==> config.mk <==
export PLATFORM = sky130hd
export DESIGN_NAME = phy_link_ctrl
export DESIGN_NICKNAME = d
export VERILOG_FILES = /design/src/rtl/phy_link_ctrl_pkg.sv /design/src/rtl/phy_link_ctrl_stable_cnt.sv /design/src/rtl/phy_link_ctrl.sv
export SDC_FILE = /design/constraint.sdc
export NUM_CORES = 1
export LEC_CHECK = 0
export CORE_MARGIN = 3
export CORE_UTILIZATION = 35
export CTS_BUF_LIST = sky130_fd_sc_hd__clkbuf_16
export CTS_CLUSTER_DIAMETER = 80
export CTS_CLUSTER_SIZE = 25
export DETAILED_ROUTE_END_ITERATION = 16
export PLACE_DENSITY = 0.62
export SYNTH_ARGS = -nofsm -noshare
export SYNTH_HDL_FRONTEND = slang
export SYNTH_HIERARCHICAL = 1
export SYNTH_SLANG_ARGS = --single-unit
==> constraint.sdc <==
create_clock -name clk_f -period 3.5 [get_ports clk_f]
set_input_delay 0.7 -clock clk_f [delete_from_list [all_inputs] [get_ports clk_f]]
set_output_delay 0.7 -clock clk_f [all_outputs]
set_load 0.02 [all_outputs]
==> src/rtl/phy_link_ctrl_pkg.sv <==
// Shared definitions for the two-lane PHY link-training sequencer:
// state encoding, default timing parameters and a retry-count helper.
package phy_link_ctrl_pkg;

  typedef enum logic [2:0] {
    ST_IDLE     = 3'd0,
    ST_TRAIN_L0 = 3'd1,
    ST_TRAIN_L1 = 3'd2,
    ST_LINK_UP  = 3'd3,
    ST_RECOVER  = 3'd4,
    ST_ERROR    = 3'd5
  } link_state_e;

  localparam int unsigned DEF_STABLE_CYC = 4;
  localparam int unsigned DEF_TIMEOUT    = 200;
  localparam int unsigned DEF_TMR_W      = 8;
  localparam int unsigned DEF_MAX_RETRY  = 3;
  localparam int unsigned RETRY_W        = 2;

  // Saturating increment of the failed-training count; never exceeds lim.
  function automatic logic [RETRY_W-1:0] retry_next(input logic [RETRY_W-1:0] cur,
                                                     input logic [RETRY_W-1:0] lim);
    logic [RETRY_W-1:0] nxt;
    if (cur >= lim) begin
      nxt = lim;
    end else begin
      nxt = cur + RETRY_W'(1);
    end
    return nxt;
  endfunction

endpackage

==> src/rtl/phy_link_ctrl_stable_cnt.sv <==
// Saturating run-length counter: counts consecutive cycles i_in is high.
// o_locked asserts on the cycle the run reaches STABLE_CYC, so a caller can
// act on the very edge that completes the run.
module phy_link_ctrl_stable_cnt #(
  parameter int unsigned STABLE_CYC = 4
) (
  input  logic clk_f,
  input  logic reset_L,
  input  logic i_in,
  input  logic i_clr,
  output logic o_locked
);

  localparam int unsigned CNT_W = $clog2(STABLE_CYC + 1);
  localparam logic [CNT_W-1:0] CNT_SAT = CNT_W'(STABLE_CYC);
  localparam logic [CNT_W-1:0] CNT_PRE = CNT_W'(STABLE_CYC - 1);

  logic [CNT_W-1:0] r_cnt;

  // Run-length register: restarts on clear or when the watched input drops.
  always_ff @(posedge clk_f or negedge reset_L) begin
    if (!reset_L) begin
      r_cnt <= '0;
    end else if (i_clr || !i_in) begin
      r_cnt <= '0;
    end else if (r_cnt < CNT_SAT) begin
      r_cnt <= r_cnt + CNT_W'(1);
    end else begin
      r_cnt <= r_cnt;
    end
  end

  assign o_locked = i_in && (r_cnt >= CNT_PRE);

endmodule

==> src/rtl/phy_link_ctrl.sv <==
// Link-training sequencer for the two-lane PHY. Brings lane0 then lane1 up,
// confirms each through the RX lock flags, gates valid_in into the TX while
// the link is up, retrains on lane loss and latches an error once the retry
// budget is spent.
module phy_link_ctrl
  import phy_link_ctrl_pkg::*;
#(
  parameter int unsigned STABLE_CYC = DEF_STABLE_CYC,
  parameter int unsigned TIMEOUT    = DEF_TIMEOUT,
  parameter int unsigned TMR_W      = DEF_TMR_W,
  parameter int unsigned MAX_RETRY  = DEF_MAX_RETRY
) (
  input  logic               clk_f,
  input  logic               reset_L,
  input  logic               enable,
  input  logic               rx_active0,
  input  logic               rx_active1,
  input  logic               valid_in,
  output logic               tx_active_lane0,
  output logic               tx_active_lane1,
  output logic               tx_valid,
  output logic               ready,
  output logic               link_err,
  output logic [RETRY_W-1:0] retry_cnt,
  output logic [2:0]         state_o
);

  localparam logic [TMR_W-1:0]   TMR_LAST  = TMR_W'(TIMEOUT - 1);
  localparam logic [TMR_W-1:0]   TMR_MAX   = {TMR_W{1'b1}};
  localparam logic [RETRY_W-1:0] RETRY_LIM = RETRY_W'(MAX_RETRY);

  link_state_e        r_state;
  link_state_e        w_next;
  logic [TMR_W-1:0]   r_tmr;
  logic [RETRY_W-1:0] r_retry;
  logic [RETRY_W-1:0] w_retry_inc;
  logic               w_watch;
  logic               w_locked;
  logic               w_state_chg;
  logic               w_timeout;
  logic               w_quiet_done;

  assign w_state_chg  = (w_next != r_state);
  assign w_timeout    = (r_tmr == TMR_LAST);
  assign w_retry_inc  = retry_next(r_retry, RETRY_LIM);
  assign w_quiet_done = (r_state == ST_RECOVER) && enable && w_locked;

  // Select which flag condition the shared run-length counter watches.
  always_comb begin
    w_watch = 1'b0;
    case (r_state)
      ST_TRAIN_L0: w_watch = rx_active0;
      ST_TRAIN_L1: w_watch = rx_active0 & rx_active1;
      ST_RECOVER:  w_watch = ~rx_active0 & ~rx_active1;
      default:     w_watch = 1'b0;
    endcase
  end

  phy_link_ctrl_stable_cnt #(
    .STABLE_CYC (STABLE_CYC)
  ) u_stable_cnt (
    .clk_f    (clk_f),
    .reset_L  (reset_L),
    .i_in     (w_watch),
    .i_clr    (w_state_chg),
    .o_locked (w_locked)
  );

  // State register.
  always_ff @(posedge clk_f or negedge reset_L) begin
    if (!reset_L) begin
      r_state <= ST_IDLE;
    end else begin
      r_state <= w_next;
    end
  end

  // Next-state logic; priority is enable drop, lane loss, lock, timeout.
  always_comb begin
    w_next = r_state;
    if (!enable) begin
      w_next = ST_IDLE;
    end else begin
      case (r_state)
        ST_IDLE: w_next = ST_TRAIN_L0;
        ST_TRAIN_L0: begin
          if (w_locked) begin
            w_next = ST_TRAIN_L1;
          end else if (w_timeout) begin
            w_next = ST_RECOVER;
          end else begin
            w_next = r_state;
          end
        end
        ST_TRAIN_L1: begin
          if (!rx_active0) begin
            w_next = ST_RECOVER;
          end else if (w_locked) begin
            w_next = ST_LINK_UP;
          end else if (w_timeout) begin
            w_next = ST_RECOVER;
          end else begin
            w_next = r_state;
          end
        end
        ST_LINK_UP: begin
          if (!rx_active0 || !rx_active1) begin
            w_next = ST_RECOVER;
          end else begin
            w_next = r_state;
          end
        end
        ST_RECOVER: begin
          if (w_locked) begin
            if (w_retry_inc == RETRY_LIM) begin
              w_next = ST_ERROR;
            end else begin
              w_next = ST_TRAIN_L0;
            end
          end else begin
            w_next = r_state;
          end
        end
        ST_ERROR: w_next = ST_ERROR;
        default:  w_next = ST_IDLE;
      endcase
    end
  end

  // Per-state cycle timer: restarts on every state change, saturates at all-ones.
  always_ff @(posedge clk_f or negedge reset_L) begin
    if (!reset_L) begin
      r_tmr <= '0;
    end else if (w_state_chg) begin
      r_tmr <= '0;
    end else if (r_tmr != TMR_MAX) begin
      r_tmr <= r_tmr + TMR_W'(1);
    end else begin
      r_tmr <= r_tmr;
    end
  end

  // Failed-training count: cleared while idle or up, bumped when a quiet period completes.
  always_ff @(posedge clk_f or negedge reset_L) begin
    if (!reset_L) begin
      r_retry <= '0;
    end else if ((r_state == ST_IDLE) || (r_state == ST_LINK_UP)) begin
      r_retry <= '0;
    end else if (w_quiet_done) begin
      r_retry <= w_retry_inc;
    end else begin
      r_retry <= r_retry;
    end
  end

  // Moore output decode from the state register; tx_valid is a zero-latency gate.
  always_comb begin
    tx_active_lane0 = 1'b0;
    tx_active_lane1 = 1'b0;
    ready           = 1'b0;
    link_err        = 1'b0;
    case (r_state)
      ST_TRAIN_L0: tx_active_lane0 = 1'b1;
      ST_TRAIN_L1: begin
        tx_active_lane0 = 1'b1;
        tx_active_lane1 = 1'b1;
      end
      ST_LINK_UP: begin
        tx_active_lane0 = 1'b1;
        tx_active_lane1 = 1'b1;
        ready           = 1'b1;
      end
      ST_ERROR: link_err = 1'b1;
      default: begin
        tx_active_lane0 = 1'b0;
        tx_active_lane1 = 1'b0;
        ready           = 1'b0;
        link_err        = 1'b0;
      end
    endcase
    tx_valid = valid_in & (r_state == ST_LINK_UP);
  end

  assign retry_cnt = r_retry;
  assign state_o   = r_state;

endmodule

* Yosys cells after proc, flatten, opt, wreduce, memory -nomap -nowiden *
Index checks and enable logic that the tools add are counted.

operators by class
  reduce and logical (&&, ||, !) cells = 15
  eq/ne operators = 9
  mux-type cells = 21
  magnitude comparators = 3
  add/sub/neg operators = 3
  bitwise gates (word level) = 5

operators by type and width
  operator                                                                number
  3-bit 2-to-1 mux                                                        10
  3-bit case mux with 6 select lines                                      1
  8-bit 2-to-1 mux                                                        2
  8-bit by 1-bit adder with 8-bit output (second input constant)          1
  8-bit equality test (second input constant)                             1
  8-bit inequality test (second input constant)                           1
  3-bit by 2-bit equality test with 1-bit output (second input constant)  2
  3-bit equality test (second input constant)                             2
  2-bit 2-to-1 mux                                                        3
  2-bit nonzero test                                                      3
  1-bit 2-to-1 mux                                                        4
  3-bit by 1-bit adder with 3-bit output (second input constant)          1
  1-bit bitwise AND                                                       3
  3-bit by 1-bit equality test with 1-bit output (second input constant)  1
  3-bit by 2-bit >= comparator with 1-bit output (second input constant)  1
  1-bit logical AND                                                       3
  1-bit zero test                                                         3
  3-bit zero test                                                         1
  1-bit logical OR                                                        3
  3-bit less-than comparator (second input constant)                      1
  3-bit inequality test                                                   1
  1-bit case mux with 3 select lines                                      1
  3-bit OR reduction                                                      1
  2-bit by 1-bit adder with 2-bit output (second input constant)          1
  other kinds (4)                                                         5

storage, ports and cells
  output and inout port bits = 10
  word-level logic and storage cells = 60
  input bits = 6
  register bits = 16

* Logic depth before layout (Yosys ltp) *
  word-level depth = 11
  mapped depth = 13

* Modules after synthesis *
Netlist, hierarchy kept.

by module, submodules not included
  module                    sequential area each (um^2)  instances  cells an instance  area an instance (um^2)
  phy_link_ctrl             325.3                        1          104                898.4
  phy_link_ctrl_stable_cnt  75.1                         1          14                 155.1

* Worst setup path before layout *
OpenSTA, ideal clock, no wires.

  path kind = in2reg
  start point = input rx_active1
  end point = register u_stable_cnt.r_cnt[1]
  setup time = 0.118 ns
  arrival time = 2.836 ns
  setup slack = 0.546 ns
  path buffers = 0
  stages = 10
  required time = 3.382 ns
  cell sequence = nor4_1 a22o_1 nor2b_1 inv_1 o311a_1 and2_2 a311o_1 o21ai_4 nand2b_1 nor2_1

on the way
  cells in the longest elaborated chain, start to end = 11
  elaborated cells on any way between the ends = 19
  those cells by class = eq/ne (1); mux (9); bitwise (3); reduce/logical (6)

RTL lines
  item                                                           RTL line                        RTL
  from (decl)                                                    phy_link_ctrl.sv:17             input logic rx_active1,
  1-bit NOT                                                      phy_link_ctrl.sv:54             ST_RECOVER: w_watch = ~rx_active0 & ~rx_active1;
  1-bit bitwise AND                                              phy_link_ctrl.sv:54
  1-bit case mux with 3 select lines *                           phy_link_ctrl.sv:51             case (r_state)
  via w_watch                                                    phy_link_ctrl.sv:37             logic w_watch;
  1-bit logical AND *                                            phy_link_ctrl_stable_cnt.sv:33  assign o_locked = i_in && (r_cnt >= CNT_PRE);
  via w_locked                                                   phy_link_ctrl.sv:38             logic w_locked;
  3-bit 2-to-1 mux                                               phy_link_ctrl.sv:98             end else if (w_locked) begin
  3-bit 2-to-1 mux                                               phy_link_ctrl.sv:96             if (!rx_active0) begin
  3-bit case mux with 6 select lines *                           phy_link_ctrl.sv:84             case (r_state)
  3-bit 2-to-1 mux *                                             phy_link_ctrl.sv:81             if (!enable) begin
  3-bit inequality test *                                        phy_link_ctrl.sv:43             assign w_state_chg = (w_next != r_state);
  via w_state_chg                                                phy_link_ctrl.sv:39             logic w_state_chg;
  1-bit logical OR *                                             phy_link_ctrl_stable_cnt.sv:24  end else if (i_clr || !i_in) begin
  3-bit 2-to-1 mux / 2-bit nonzero test (equally long branches)  n/a
  to (signal assigned)                                           phy_link_ctrl_stable_cnt.sv:27  r_cnt <= r_cnt + CNT_W'(1);
  to (signal assigned)                                           phy_link_ctrl_stable_cnt.sv:29  r_cnt <= r_cnt;
  to (decl)                                                      phy_link_ctrl_stable_cnt.sv:18  logic [CNT_W-1:0] r_cnt;

Mark *: on every way through the listed nets, which the timed path passes. The rest lies on a longest branch.
A chain may end at the register's enable or synchronous reset.

* Final worst setup path *
  start point = input rx_active0
  end point = register r_tmr[6]

on the way
  cells in the longest elaborated chain, start to end = 10
  elaborated cells on any way between the ends = 17
  those cells by class = eq/ne (1); mux (9); bitwise (3); reduce/logical (4)

RTL lines
  item                                                           RTL line                        RTL
  from (decl)                                                    phy_link_ctrl.sv:16             input logic rx_active0,
  1-bit NOT                                                      phy_link_ctrl.sv:54
  1-bit bitwise AND                                              phy_link_ctrl.sv:54
  1-bit case mux with 3 select lines *                           phy_link_ctrl.sv:51
  via w_watch                                                    phy_link_ctrl.sv:37
  1-bit logical AND *                                            phy_link_ctrl_stable_cnt.sv:33
  via w_locked                                                   phy_link_ctrl.sv:38
  3-bit 2-to-1 mux                                               phy_link_ctrl.sv:98
  3-bit 2-to-1 mux                                               phy_link_ctrl.sv:96
  3-bit case mux with 6 select lines *                           phy_link_ctrl.sv:84
  3-bit 2-to-1 mux *                                             phy_link_ctrl.sv:81
  3-bit inequality test *                                        phy_link_ctrl.sv:43
  via w_state_chg                                                phy_link_ctrl.sv:39
  8-bit 2-to-1 mux / 2-bit nonzero test (equally long branches)  n/a
  to (signal assigned)                                           phy_link_ctrl.sv:137            r_tmr <= r_tmr + TMR_W'(1);
  to (signal assigned)                                           phy_link_ctrl.sv:139            r_tmr <= r_tmr;
  to (decl)                                                      phy_link_ctrl.sv:34             logic [TMR_W-1:0] r_tmr;

Marked as above.

==> results.md <==
* Hold path depth at 2
* R2R setup slack at 670 ps
* Setup crit end kind: flip-flop
* DR iter-0 viols at 46
* GP Congestion at 0.811
* Gr usage total at 0.148
* Area of the die at 0.00370 mm²
* HP Class: reg2reg
* Startpoint Class: input port
* Post-synthesis register bit count at 16
* Die X at 60.9 µm
* Max clock buf depth at 2
* Post-Route WL at 2430 µm
* Clock slew at reported path FFs at 50 ps
* Initial antenna violation count at 0
* DR vias at 1,000
* Post-Route Setup TNS at 0 ps
* Share of cells above drive strength 1 at 0.117
* Num rows at 19
* NumNets Final at 147
* CP max stage delay at 490 ps
* Synth cell count leaders: 18 x nor2_1, 16 x dfrtp_1, 7 x o21ai_0
* First-pass GRT wire length at 4060 µm
* Slew HR at 0.516
* CORE AREA at 0.00281 mm²
* Mux contribution to synthesized area at 0.00950
* Hold EP: r_tmr[1]$_DFFE_PN0P_
* Post-CTS setup buffers at 0
* Synth Area in Simple Gates at 0.305
* Final Critical Period at 3210 ps
* Pin count of the biggest net entering global routing at 17
* Clock Latency Late Sink at 250 ps
* Post-cts repair resize count at 0
* Max Freq at 0.312 GHz
* Synth top area cells: dfrtp_1 38%, nor2_1 6.4%, ha_1 3.6%
* Top cell type's share of synthesized area at 0.380
* Post-Syn Instances at 118
* Routed WL per cell at 14.5 µm
* Top-count cell post-synth: nor2_1
* DR pass1 iterations at 4
* Endpoints failing hold at 0
* Arr. time, crit path at 3380 ps
* Final Skew at 2.25 ps
* Period utilization at 0.917
* Syn nets at 127
* # DRC at 0
* Power density cells at 408 mW/mm²
* Io pins at 16
* Netlist cell types at 45
* CP max FO at 8
* Worst Tran Pin Value at 724 ps
* Fill count at 261
* RSZ-0062 raised after global routing: false
* Num CTS Buffers at 3
* Largest area contributor in the netlist: dfrtp_1
* Hold path start: r_tmr[1]$_DFFE_PN0P_
* Number of synthesized flops with an enable pin at 0
* Slew Viols, Final at 0
* Yosys synthesis warning count at 6
* CP max stage cell: clkdlybuf4s50_1
* Max Cap Violations at 0
* R2r endpoint: r_tmr[6]$_DFFE_PN0P_
* Worst path cell trace: clkdlybuf4s50_1 -> nor4_1 -> a22o_1 -> nor2b_1 -> inv_1 -> o311a_1 -> a221oi_2 -> and4_1 -> o21ai_4 -> buf_4 -> nor3_1
* Initial Utilization at 0.376
* Post-synthesis cell area at 0.00105 mm²
* Area growth, synth to finish at 26.0%
* Clk sink count at 16
* Clk root buf: clkbuf_16
* Die span in y at 60.9 µm
* CTS tree: built
* Top_reg_cell synth: dfrtp_1
* DRT antenna net count at 0
* # setup viols final at 0
* Worst reg2reg path startpoint: state_o[1]$_DFF_PN0_
* Outcome: complete, no violations
* Worst setup path class: in2reg
* Post-Synth XOR/XNOR Area at 0.0416
* R2R cell count at 10
* HPWL after detailed placement at 1700 µm
* Vias/cell at 5.95
* Vias in the first global route at 916
* Final worst slack at 290 ps
* Port Buffer Count at 15
* Synth Area in Compound Gates at 0.191
* Gr ovfl total at 0
* Async set-reset flop share out of synthesis at 1.00
* CTS H-tree depth at 1
* Register area share after synthesis at 0.380
* Adder-Cell Fraction of Synth Area at 0.0356
* Worst vdd ir at 0.411 mV
* Setup Slack @ Placement at 118 ps
* Antenna diode count at 0
* Static Leak at 0.564 nW
* Largest family of logic cells by synthesized area: simple AND/OR/NAND/NOR gates
* Required @ worst endpoint at 3670 ps
* Mean area per synthesized cell at 8.93 µm²
* CTS hold repair buffers at 0
## worst max-delay path by stage
stage	from	endpoint	cells past startpoint	slack (ps)
global placement	rx_active1	r_tmr[2]$_DFFE_PN0P_	11	190
global route	rx_active0	r_tmr[2]$_DFFE_PN0P_	11	110
detailed placement	rx_active1	r_tmr[6]$_DFFE_PN0P_	11	120
floorplan	rx_active1	u_stable_cnt/r_cnt[1]$_DFFE_PN0P_	10	550
finish	rx_active0	r_tmr[6]$_DFFE_PN0P_	11	290
CTS	rx_active0	r_tmr[2]$_DFFE_PN0P_	11	290
## flip-flops by register name, indices dropped and copies added (netlist names)
signal and count:
retry_cnt 2, r_tmr 8, u_stable_cnt/r_cnt 3, state_o 3
## metal layers
layer,track usage,wire length [µm],up-vias
li1,-,-,474
met1,0.173,1070,479
met2,0.255,1180,43
met3,0.0404,160,4
met4,0.0588,29,0
met5,0,0,-
## cell families after synthesis
kind of cell,after synthesis
buffers and inverters,8
AND/OR/NAND/NOR,58
AO/OA/AOI/OAI,27
flip-flops,16
adder cells (fa/ha/maj),3
XOR/XNOR,5
multiplexers,1
## cell usage in the layout, fill, tap and decap left out, types with 4 or more instances in the layout
cell / n
inv_1: 4
a21oi_1: 6
nor2_1: 18
clkdlybuf4s50_1: 15
and3_1: 4
nand3_1: 6
nor3_1: 4
dfrtp_1: 16
buf_4: 4
nor2b_1: 5
nand2_1: 4
o21ai_0: 7
## where the power goes
group	switching [mW]	total, mW	leakage [nW]	internal (mW)
Clock	0.0800	0.232	0.0385	0.152
Combinational	0.0514	0.0954	0.307	0.0440
Sequential	0.0130	0.214	0.219	0.201
Total	0.144	0.542	0.564	0.397
## worst max-delay path, delay by kind of cell
family          cells  cell delay, ps
compound gates      4             910
buf+inv             3             760
simple gates        4            1010
## area by class of cell
cell class                      count  area (µm²)  area share
Tap cell                           31        38.8      0.0292
Multi-Input combinational cell     94         614       0.463
Clock buffer                        3        75.1      0.0566
Inverter                            4        15.0      0.0113
Clock inverter                      1        3.75     0.00283
Sequential cell                    16         400       0.302
Timing Repair Buffer               19         180       0.136
## per-stage QoR
step	instances	area (µm²)	hold WS (ps)	power, mW	util
2_1_floorplan	118	1050	404	0.279	-
3_3_place_gp	164	1250	532	0.311	0.445
3_5_place_dp	164	1250	544	0.314	0.445
4_1_cts	168	1330	551	0.543	0.473
5_1_grt	168	1330	569	0.569	0.473
6_report	168	1330	545	0.542	0.473
No activity file was read; power rests on OpenSTA's default activity.
